==> config.mk <==
export PLATFORM = sky130hd
export DESIGN_NAME = cvita_cmd_arbiter_flat
export DESIGN_NICKNAME = d
export VERILOG_FILES = /design/src/rtl/cvita_cmd_arbiter_if.sv /design/src/rtl/cvita_cmd_arbiter.sv /design/src/flat_wrapper.sv
export SDC_FILE = /design/constraint.sdc
export NUM_CORES = 1
export LEC_CHECK = 0
export CAP_MARGIN = 5
export CORE_AREA = 2 2 261 263
export DETAILED_ROUTE_END_ITERATION = 8
export DIE_AREA = 0 0 263 265
export GPL_TIMING_DRIVEN = 0
export PLACE_DENSITY = 0.35
export SKIP_LAST_GASP = 1
export SYNTH_ARGS = -nofsm -noshare
export SYNTH_HDL_FRONTEND = slang
export SYNTH_SLANG_ARGS = --single-unit
==> constraint.sdc <==
create_clock -name clk -period 2.4 [get_ports clk]
set_input_delay 0.48 -clock clk [delete_from_list [all_inputs] [get_ports clk]]
set_output_delay 0.48 -clock clk [all_outputs]
set_load 0.02 [all_outputs]
==> src/rtl/cvita_cmd_arbiter_if.sv <==
// Handshake bundle for cvita_cmd_arbiter: per-requester command/ack streams plus
// the shared noc_shell cmdout/ackin pair. slave = arbiter side, master = environment side.
interface cvita_cmd_arbiter_if #(
    parameter int NUM_REQ = 4
);
    logic [64*NUM_REQ-1:0] s_cmd_tdata;
    logic [NUM_REQ-1:0]    s_cmd_tlast;
    logic [NUM_REQ-1:0]    s_cmd_tvalid;
    logic [NUM_REQ-1:0]    s_cmd_tready;
    logic [63:0]           m_cmd_tdata;
    logic                  m_cmd_tlast;
    logic                  m_cmd_tvalid;
    logic                  m_cmd_tready;
    logic [63:0]           s_ack_tdata;
    logic                  s_ack_tlast;
    logic                  s_ack_tvalid;
    logic                  s_ack_tready;
    logic [64*NUM_REQ-1:0] m_ack_tdata;
    logic [NUM_REQ-1:0]    m_ack_tlast;
    logic [NUM_REQ-1:0]    m_ack_tvalid;
    logic [NUM_REQ-1:0]    m_ack_tready;

    modport slave (
        input  s_cmd_tdata, s_cmd_tlast, s_cmd_tvalid, m_cmd_tready,
        input  s_ack_tdata, s_ack_tlast, s_ack_tvalid, m_ack_tready,
        output s_cmd_tready, m_cmd_tdata, m_cmd_tlast, m_cmd_tvalid,
        output s_ack_tready, m_ack_tdata, m_ack_tlast, m_ack_tvalid
    );

    modport master (
        output s_cmd_tdata, s_cmd_tlast, s_cmd_tvalid, m_cmd_tready,
        output s_ack_tdata, s_ack_tlast, s_ack_tvalid, m_ack_tready,
        input  s_cmd_tready, m_cmd_tdata, m_cmd_tlast, m_cmd_tvalid,
        input  s_ack_tready, m_ack_tdata, m_ack_tlast, m_ack_tvalid
    );
endinterface

==> src/rtl/cvita_cmd_arbiter.sv <==
// Round-robin arbiter sharing one CVITA cmdout/ackin pair among NUM_REQ requesters.
// Optional ack-wait timeout: define CVITA_CMD_ARBITER_ACK_TIMEOUT_EN.
module cvita_cmd_arbiter #(
    parameter int NUM_REQ        = 4,
    parameter int TIMEOUT_CYCLES = 4096
) (
    input  logic                clk,
    input  logic                reset,
    cvita_cmd_arbiter_if.slave  bus,
    output logic [NUM_REQ-1:0]  grant,
    output logic                busy,
    output logic                seq_err_stb,
    output logic                stray_ack_stb,
    output logic                timeout_stb
);
    localparam int IDX_W = $clog2(NUM_REQ);

    typedef enum logic [1:0] {IDLE, CMD, WAIT_ACK} state_e;

    state_e             state_q, state_d;
    logic [IDX_W-1:0]   gidx_q, gidx_d;
    logic [IDX_W-1:0]   rr_ptr_q, rr_ptr_d;
    logic [NUM_REQ-1:0] grant_q, grant_d;
    logic [11:0]        seq_q, seq_d;
    logic               cmd_first_q, cmd_first_d;
    logic               ack_first_q, ack_first_d;
    logic               seq_err_q, seq_err_d;
    logic               cmd_hs, ack_hs, ack_wait_expired;
    logic               arb_found;
    logic [IDX_W-1:0]   arb_idx, arb_try_idx;
    int                 arb_try;

    assign cmd_hs = (state_q == CMD) && bus.s_cmd_tvalid[gidx_q] && bus.m_cmd_tready;
    assign ack_hs = (state_q == WAIT_ACK) && bus.s_ack_tvalid && bus.m_ack_tready[gidx_q];

    // First valid requester after the last one granted, wrapping modulo NUM_REQ.
    always_comb begin
        arb_found   = 1'b0;
        arb_idx     = '0;
        arb_try     = 0;
        arb_try_idx = '0;
        for (int k = 1; k <= NUM_REQ; k++) begin
            arb_try     = (int'(rr_ptr_q) + k) % NUM_REQ;
            arb_try_idx = IDX_W'(arb_try);
            if (!arb_found && bus.s_cmd_tvalid[arb_try_idx]) begin
                arb_found = 1'b1;
                arb_idx   = arb_try_idx;
            end
        end
    end

    always_comb begin
        bus.m_cmd_tdata  = bus.s_cmd_tdata[64*gidx_q +: 64];
        bus.m_cmd_tlast  = bus.s_cmd_tlast[gidx_q];
        bus.m_cmd_tvalid = (state_q == CMD) && bus.s_cmd_tvalid[gidx_q];
        bus.s_cmd_tready = '0;
        if (state_q == CMD) bus.s_cmd_tready[gidx_q] = bus.m_cmd_tready;

        bus.m_ack_tdata  = {NUM_REQ{bus.s_ack_tdata}};
        bus.m_ack_tlast  = {NUM_REQ{bus.s_ack_tlast}};
        bus.m_ack_tvalid = '0;
        // Outside WAIT_ACK ackin is drained so a stray ack cannot wedge noc_shell.
        bus.s_ack_tready = !reset;
        if (state_q == WAIT_ACK) begin
            bus.m_ack_tvalid[gidx_q] = bus.s_ack_tvalid;
            bus.s_ack_tready         = bus.m_ack_tready[gidx_q] && !reset;
        end
    end

    // NOTE: every next-state signal takes its hold value first, so no path through
    // the case statement can leave one unassigned and infer a latch.
    always_comb begin
        state_d     = state_q;
        gidx_d      = gidx_q;
        rr_ptr_d    = rr_ptr_q;
        grant_d     = grant_q;
        seq_d       = seq_q;
        cmd_first_d = cmd_first_q;
        ack_first_d = ack_first_q;
        seq_err_d   = 1'b0;
        unique case (state_q)
            IDLE: begin
                if (arb_found) begin
                    state_d     = CMD;
                    gidx_d      = arb_idx;
                    rr_ptr_d    = arb_idx;
                    grant_d     = {{(NUM_REQ-1){1'b0}}, 1'b1} << arb_idx;
                    cmd_first_d = 1'b1;
                end
            end
            CMD: begin
                if (cmd_hs) begin
                    cmd_first_d = 1'b0;
                    if (cmd_first_q) seq_d = bus.m_cmd_tdata[59:48];
                    if (bus.m_cmd_tlast) begin
                        state_d     = WAIT_ACK;
                        ack_first_d = 1'b1;
                    end
                end
            end
            WAIT_ACK: begin
                if (ack_hs) begin
                    ack_first_d = 1'b0;
                    if (ack_first_q) seq_err_d = (bus.s_ack_tdata[59:48] != seq_q);
                    if (bus.s_ack_tlast) begin
                        state_d = IDLE;
                        grant_d = '0;
                    end
                end else if (ack_wait_expired) begin
                    state_d = IDLE;
                    grant_d = '0;
                end
            end
            default: begin
                state_d = IDLE;
                grant_d = '0;
            end
        endcase
    end

    // NOTE: state registers use non-blocking assignment so every flop samples
    // pre-edge values regardless of process ordering.
    always_ff @(posedge clk) begin
        if (reset) begin
            state_q     <= IDLE;
            gidx_q      <= '0;
            rr_ptr_q    <= IDX_W'(NUM_REQ - 1);
            grant_q     <= '0;
            seq_q       <= '0;
            cmd_first_q <= 1'b0;
            ack_first_q <= 1'b0;
            seq_err_q   <= 1'b0;
        end else begin
            state_q     <= state_d;
            gidx_q      <= gidx_d;
            rr_ptr_q    <= rr_ptr_d;
            grant_q     <= grant_d;
            seq_q       <= seq_d;
            cmd_first_q <= cmd_first_d;
            ack_first_q <= ack_first_d;
            seq_err_q   <= seq_err_d;
        end
    end

`ifdef CVITA_CMD_ARBITER_ACK_TIMEOUT_EN
    localparam int CNT_W = $clog2(TIMEOUT_CYCLES);

    logic [CNT_W-1:0] wait_cnt_q;
    logic             ack_seen_q;
    logic             timeout_q;

    // Counter is zero in the first WAIT_ACK cycle; expiry fires on its last count.
    assign ack_wait_expired = !ack_seen_q && !ack_hs &&
                              (wait_cnt_q == CNT_W'(TIMEOUT_CYCLES - 1));

    always_ff @(posedge clk) begin
        if (reset) begin
            wait_cnt_q <= '0;
            ack_seen_q <= 1'b0;
            timeout_q  <= 1'b0;
        end else begin
            timeout_q <= (state_q == WAIT_ACK) && ack_wait_expired;
            if (state_q != WAIT_ACK) begin
                wait_cnt_q <= '0;
                ack_seen_q <= 1'b0;
            end else begin
                wait_cnt_q <= wait_cnt_q + 1'b1;
                if (ack_hs) ack_seen_q <= 1'b1;
            end
        end
    end

    assign timeout_stb = timeout_q;
`else
    assign ack_wait_expired = 1'b0;
    assign timeout_stb      = 1'b0;
`endif

    assign grant         = grant_q;
    assign busy          = (state_q != IDLE);
    assign seq_err_stb   = seq_err_q;
    assign stray_ack_stb = !reset && (state_q != WAIT_ACK) && bus.s_ack_tvalid && bus.s_ack_tlast;
endmodule
==> src/flat_wrapper.sv <==
// flat-port wrapper written by rule: the top's interface ports become plain ports
module cvita_cmd_arbiter_flat 
#(
    parameter int NUM_REQ        = 4,
    parameter int TIMEOUT_CYCLES = 4096
)
  (clk, reset, grant, busy, seq_err_stb, stray_ack_stb, timeout_stb, bus_s_cmd_tdata, bus_s_cmd_tlast, bus_s_cmd_tvalid, bus_m_cmd_tready, bus_s_ack_tdata, bus_s_ack_tlast, bus_s_ack_tvalid, bus_m_ack_tready, bus_s_cmd_tready, bus_m_cmd_tdata, bus_m_cmd_tlast, bus_m_cmd_tvalid, bus_s_ack_tready, bus_m_ack_tdata, bus_m_ack_tlast, bus_m_ack_tvalid);
  cvita_cmd_arbiter_if #(.NUM_REQ(NUM_REQ)) bus_i ();
  input  logic clk;
  input  logic reset;
  output logic [NUM_REQ-1:0] grant;
  output logic busy;
  output logic seq_err_stb;
  output logic stray_ack_stb;
  output logic timeout_stb;
  input wire logic [$bits(bus_i.s_cmd_tdata)-1:0] bus_s_cmd_tdata;
  input wire logic [$bits(bus_i.s_cmd_tlast)-1:0] bus_s_cmd_tlast;
  input wire logic [$bits(bus_i.s_cmd_tvalid)-1:0] bus_s_cmd_tvalid;
  input wire logic [$bits(bus_i.m_cmd_tready)-1:0] bus_m_cmd_tready;
  input wire logic [$bits(bus_i.s_ack_tdata)-1:0] bus_s_ack_tdata;
  input wire logic [$bits(bus_i.s_ack_tlast)-1:0] bus_s_ack_tlast;
  input wire logic [$bits(bus_i.s_ack_tvalid)-1:0] bus_s_ack_tvalid;
  input wire logic [$bits(bus_i.m_ack_tready)-1:0] bus_m_ack_tready;
  output wire logic [$bits(bus_i.s_cmd_tready)-1:0] bus_s_cmd_tready;
  output wire logic [$bits(bus_i.m_cmd_tdata)-1:0] bus_m_cmd_tdata;
  output wire logic [$bits(bus_i.m_cmd_tlast)-1:0] bus_m_cmd_tlast;
  output wire logic [$bits(bus_i.m_cmd_tvalid)-1:0] bus_m_cmd_tvalid;
  output wire logic [$bits(bus_i.s_ack_tready)-1:0] bus_s_ack_tready;
  output wire logic [$bits(bus_i.m_ack_tdata)-1:0] bus_m_ack_tdata;
  output wire logic [$bits(bus_i.m_ack_tlast)-1:0] bus_m_ack_tlast;
  output wire logic [$bits(bus_i.m_ack_tvalid)-1:0] bus_m_ack_tvalid;
  assign bus_i.s_cmd_tdata = bus_s_cmd_tdata;
  assign bus_i.s_cmd_tlast = bus_s_cmd_tlast;
  assign bus_i.s_cmd_tvalid = bus_s_cmd_tvalid;
  assign bus_i.m_cmd_tready = bus_m_cmd_tready;
  assign bus_i.s_ack_tdata = bus_s_ack_tdata;
  assign bus_i.s_ack_tlast = bus_s_ack_tlast;
  assign bus_i.s_ack_tvalid = bus_s_ack_tvalid;
  assign bus_i.m_ack_tready = bus_m_ack_tready;
  assign bus_s_cmd_tready = bus_i.s_cmd_tready;
  assign bus_m_cmd_tdata = bus_i.m_cmd_tdata;
  assign bus_m_cmd_tlast = bus_i.m_cmd_tlast;
  assign bus_m_cmd_tvalid = bus_i.m_cmd_tvalid;
  assign bus_s_ack_tready = bus_i.s_ack_tready;
  assign bus_m_ack_tdata = bus_i.m_ack_tdata;
  assign bus_m_ack_tlast = bus_i.m_ack_tlast;
  assign bus_m_ack_tvalid = bus_i.m_ack_tvalid;
  cvita_cmd_arbiter #(.NUM_REQ(NUM_REQ), .TIMEOUT_CYCLES(TIMEOUT_CYCLES)) u_core (.clk(clk), .reset(reset), .bus(bus_i), .grant(grant), .busy(busy), .seq_err_stb(seq_err_stb), .stray_ack_stb(stray_ack_stb), .timeout_stb(timeout_stb));
endmodule
==> impl_metrics.toml <==
[clock_tree]
clock_path_buffers = 2
clkTransAtPathRegs_ns = 0.07
cts.sinks = 25
clkLatencyLatePin_ns = 0.27
cts_buffers = 3
cts_htree_levels = 1
ctsHoldBuffers = 0
cts_tree = "yes"
cts_root_buf = "clkbuf_16"

[timing]
grt_setup_unrepaired = "yes"
max_freq_mhz = 414
fin_crit_sh = 1.01
relSlewSlack = 0.596
setup_viol = 3
clock_skew_ns = 0.00851
fin_crit_ns = 2.42
finalHoldViolations = 0
setup_ws_ns = -0.0162
whs_ns = 0.462
tightest_slew_ns = 0.601
slew_violations = 0

[hold_path]
hold_class = "reg2reg"
hold_end = "u_core.seq_err_stb"
holdPathStages = 2
worst_hold_startpoint = "u_core.ack_first_q"

[setup_path]
ff2ff_setup_slack_ns = 0.31
reg2reg_depth = 8
worstPathArrival_ns = 1.94
endpoint_kind = "primary output"
r2r-end = "u_core.seq_q[8]"
crit_path_max_fanout = 6
cp.required_ns = 1.92
r2r-start = "u_core.gidx_q[1]"
startpoint_type = "flip-flop"
critPathKind = "reg2out"

[logic_synthesis]
synth-main-ff-cell = "dfxtp_1"
syn_area_um2 = 4780
yosysWarningCount = 0
synth_commonest_cells = "262 x buf_4, 67 x mux4_2, 25 x dfxtp_1"
synthMuxAreaShare = 0.343
synth-compound-area-share = 0.0330
synth_simple_gate_area_frac = 0.0597
async_reset_ff_frac = 0
synth_nets = 824
synth-seq-area-share = 0.105
yosys_register_bits = 25
synth_top_family_by_area = "buffers and inverters"
synth_edf_count = 0
yosysMostFrequentCell = "buf_4"
synth.avg_cell_area_um2 = 9.82
yosysTopAreaCell = "buf_4"
synthTopCellsByArea = "buf_4 41%, mux4_2 32%, dfxtp_1 10%"
synth_xor_area_frac = 0.0220
netlist_instances = 487
synthAdderAreaFrac = 0
yosys.area.top_type_share = 0.411
synth_cell_type_count = 35

[place]
gp_congestion = 0.798
dp_hpwl_mm = 30.5
place.port_buffers = 625
post_dp_cell_area_um2 = 12100

[global_route]
grt_pass1_vias = 6240
antenna_found_initial = 7
gr-total-overflow = 0
grtUsageTotal = 0.0926
grt_pass1_wl_mm = 46.5
grt_max_degree = 16

[route]
vias = 5941
first_pass_iters = 5
wl_mm = 34.4
drc = 0
drt_iter0_markers = 142
routedWlPerCell_um = 17.0
via_per_inst = 2.93
antenna_left = 0

[power_and_ir_drop]
intPower_mw = 2.49
p_leak_nw = 5.08
pwr-share-comb = 0.785
irDropWorstVdd_v = 0.000180
power_density_nw_per_um2 = 316
power_switching_share = 0.378
power_mw = 4.00
power_frac_seq = 0.115
power_switching_mw = 1.51
clkPwrFrac = 0.099

[finish]
area_growth_pct = 165
fillCellCount = 7403
final_nets = 1487
final_area_um2 = 12700
final_layout_size_suffix_gt1_frac = 0.386
regArea_um2 = 502
multi_input_area_um2 = 2190

[flow_run]
drv_cap = 0

[die]
die-height_um = 265
dieArea_um2 = 69700
die-width_um = 263
start_util = 0.0716
core-area_um2 = 66800
io_pins = 680
num_rows = 95

[run_status]
violations = "negative setup slack"
status = "complete, but fails checks"
==> final cells by class <==
cell class | instances | share of cell area
Clock buffer | 3 | 0.00593
Clock inverter | 1 | 0.000593
Multi-Input combinational cell | 174 | 0.173
Antenna cell | 3 | 0.000593
Buffer | 281 | 0.179
Inverter | 6 | 0.00178
Sequential cell | 25 | 0.0396
Tap cell | 873 | 0.0862
Timing Repair Buffer | 659 | 0.513
==> stage by stage <==
| step | utilization | cells | worst slack (ns) | setup TNS (ns) |
|---|---|---|---|---|
| after floorplan | - | 487 | 0.220 | 0 |
| after global placement | 0.182 | 1985 | -1.33 | -64.43 |
| after detailed placement | 0.182 | 1985 | -1.37 | -66.30 |
| after CTS | 0.187 | 2009 | -0.155 | -0.930 |
| after global routing | 0.190 | 2025 | -0.0765 | -0.950 |
| final | 0.190 | 2025 | -0.0162 | -0.0289 |
==> cells in the final DEF (no fill, tap or decap), types with 2 or more instances in the layout <==
master | synthesis | routed
mux4_2 | 67 | 67
inv_1 | 6 | 6
nor4_1 | 2 | 2
clkdlybuf4s15_2 | 0 | 2
dfxtp_1 | 25 | 24
dlygate4sd2_1 | 0 | 24
o21ai_0 | 2 | 2
buf_2 | 9 | 35
a21oi_1 | 6 | 6
nor3_1 | 6 | 6
buf_16 | 0 | 4
mux2i_1 | 13 | 13
o21a_1 | 2 | 2
xnor2_1 | 12 | 12
o32ai_1 | 4 | 4
nor2b_1 | 3 | 2
clkbuf_8 | 0 | 2
dlymetal6s2s_1 | 0 | 3
nand3b_1 | 2 | 2
clkbuf_16 | 0 | 6
or2_1 | 2 | 2
buf_4 | 262 | 286
nand4_1 | 3 | 3
nor2_1 | 22 | 22
buf_12 | 0 | 12
clkbuf_1 | 8 | 2
buf_6 | 2 | 21
clkdlybuf4s50_1 | 0 | 541
nand2b_1 | 7 | 7
nand2_1 | 9 | 9
diode_2 | 0 | 3
clkbuf_2 | 0 | 3
==> worst max-delay path, cell delays in order, from the launching register on <==
cell	delay [ns]
dfxtp_2	0.34
buf_12	0.13
buf_4	0.14
buf_12	0.13
mux4_2	0.55
dlygate4sd2_1	0.36
==> state kept, by name, summed over array words and instances (netlist names) <==
register	flops
u_core.state_q	2
u_core.seq_q	12
u_core.rr_ptr_q	2
u_core.seq_err_stb	1
u_core.grant	4
u_core.ack_first_q	1
u_core.gidx_q	2
u_core.cmd_first_q	1
==> layer usage <==
layer,wire [um],vias to the layer above,GRT usage
li1,-,2790,-
met1,12800,2758,0.102
met2,18300,376,0.177
met3,2780,17,0.0228
met4,457,0,0.0215
met5,0,-,0
==> worst max-delay path by stage <==
stage	cells past startpoint	end	startpoint	slack [ns]
after floorplan	4	bus_m_cmd_tdata[27]	u_core.gidx_q[0]	0.22
after global placement	5	bus_m_cmd_tdata[61]	u_core.gidx_q[1]	-1.33
after detailed placement	5	bus_m_cmd_tdata[61]	u_core.gidx_q[1]	-1.37
after CTS	7	bus_m_cmd_tdata[21]	u_core.gidx_q[0]	-0.15
after global routing	5	bus_m_cmd_tdata[54]	u_core.gidx_q[0]	-0.08
final	5	bus_m_cmd_tdata[56]	u_core.gidx_q[0]	-0.02
==> cells by family after synthesis <==
kind of cell	Yosys count
simple gates	58
mux	80
flops	25
other cells	1
buf+inv	288
compound gates	23
xor+xnor	12
==> power by group through the flow <==
| stage | Clock, mW | Sequential [mW] | Combinational [mW] |
|---|---|---|---|
| floorplan | 0 | 0.471 | 1.45 |
| global placement | 0 | 0.468 | 3.03 |
| global route | 0.431 | 0.465 | 3.33 |
| detailed placement | 0 | 0.469 | 3.02 |
| CTS | 0.419 | 0.461 | 3.12 |
| finish | 0.398 | 0.461 | 3.14 |
==> repair_timing <==
| item | 4_1_cts | 5_1_grt |
|---|---|---|
| gates cloned | 4 | 1 |
| pin swaps | 0 | 0 |
| setup buffers | 16 | 13 |
| gates resized for setup | 319 | 58 |
| endpoints found under the setup margin | 89 | 48 |
(Power assumes the default switching activity.)
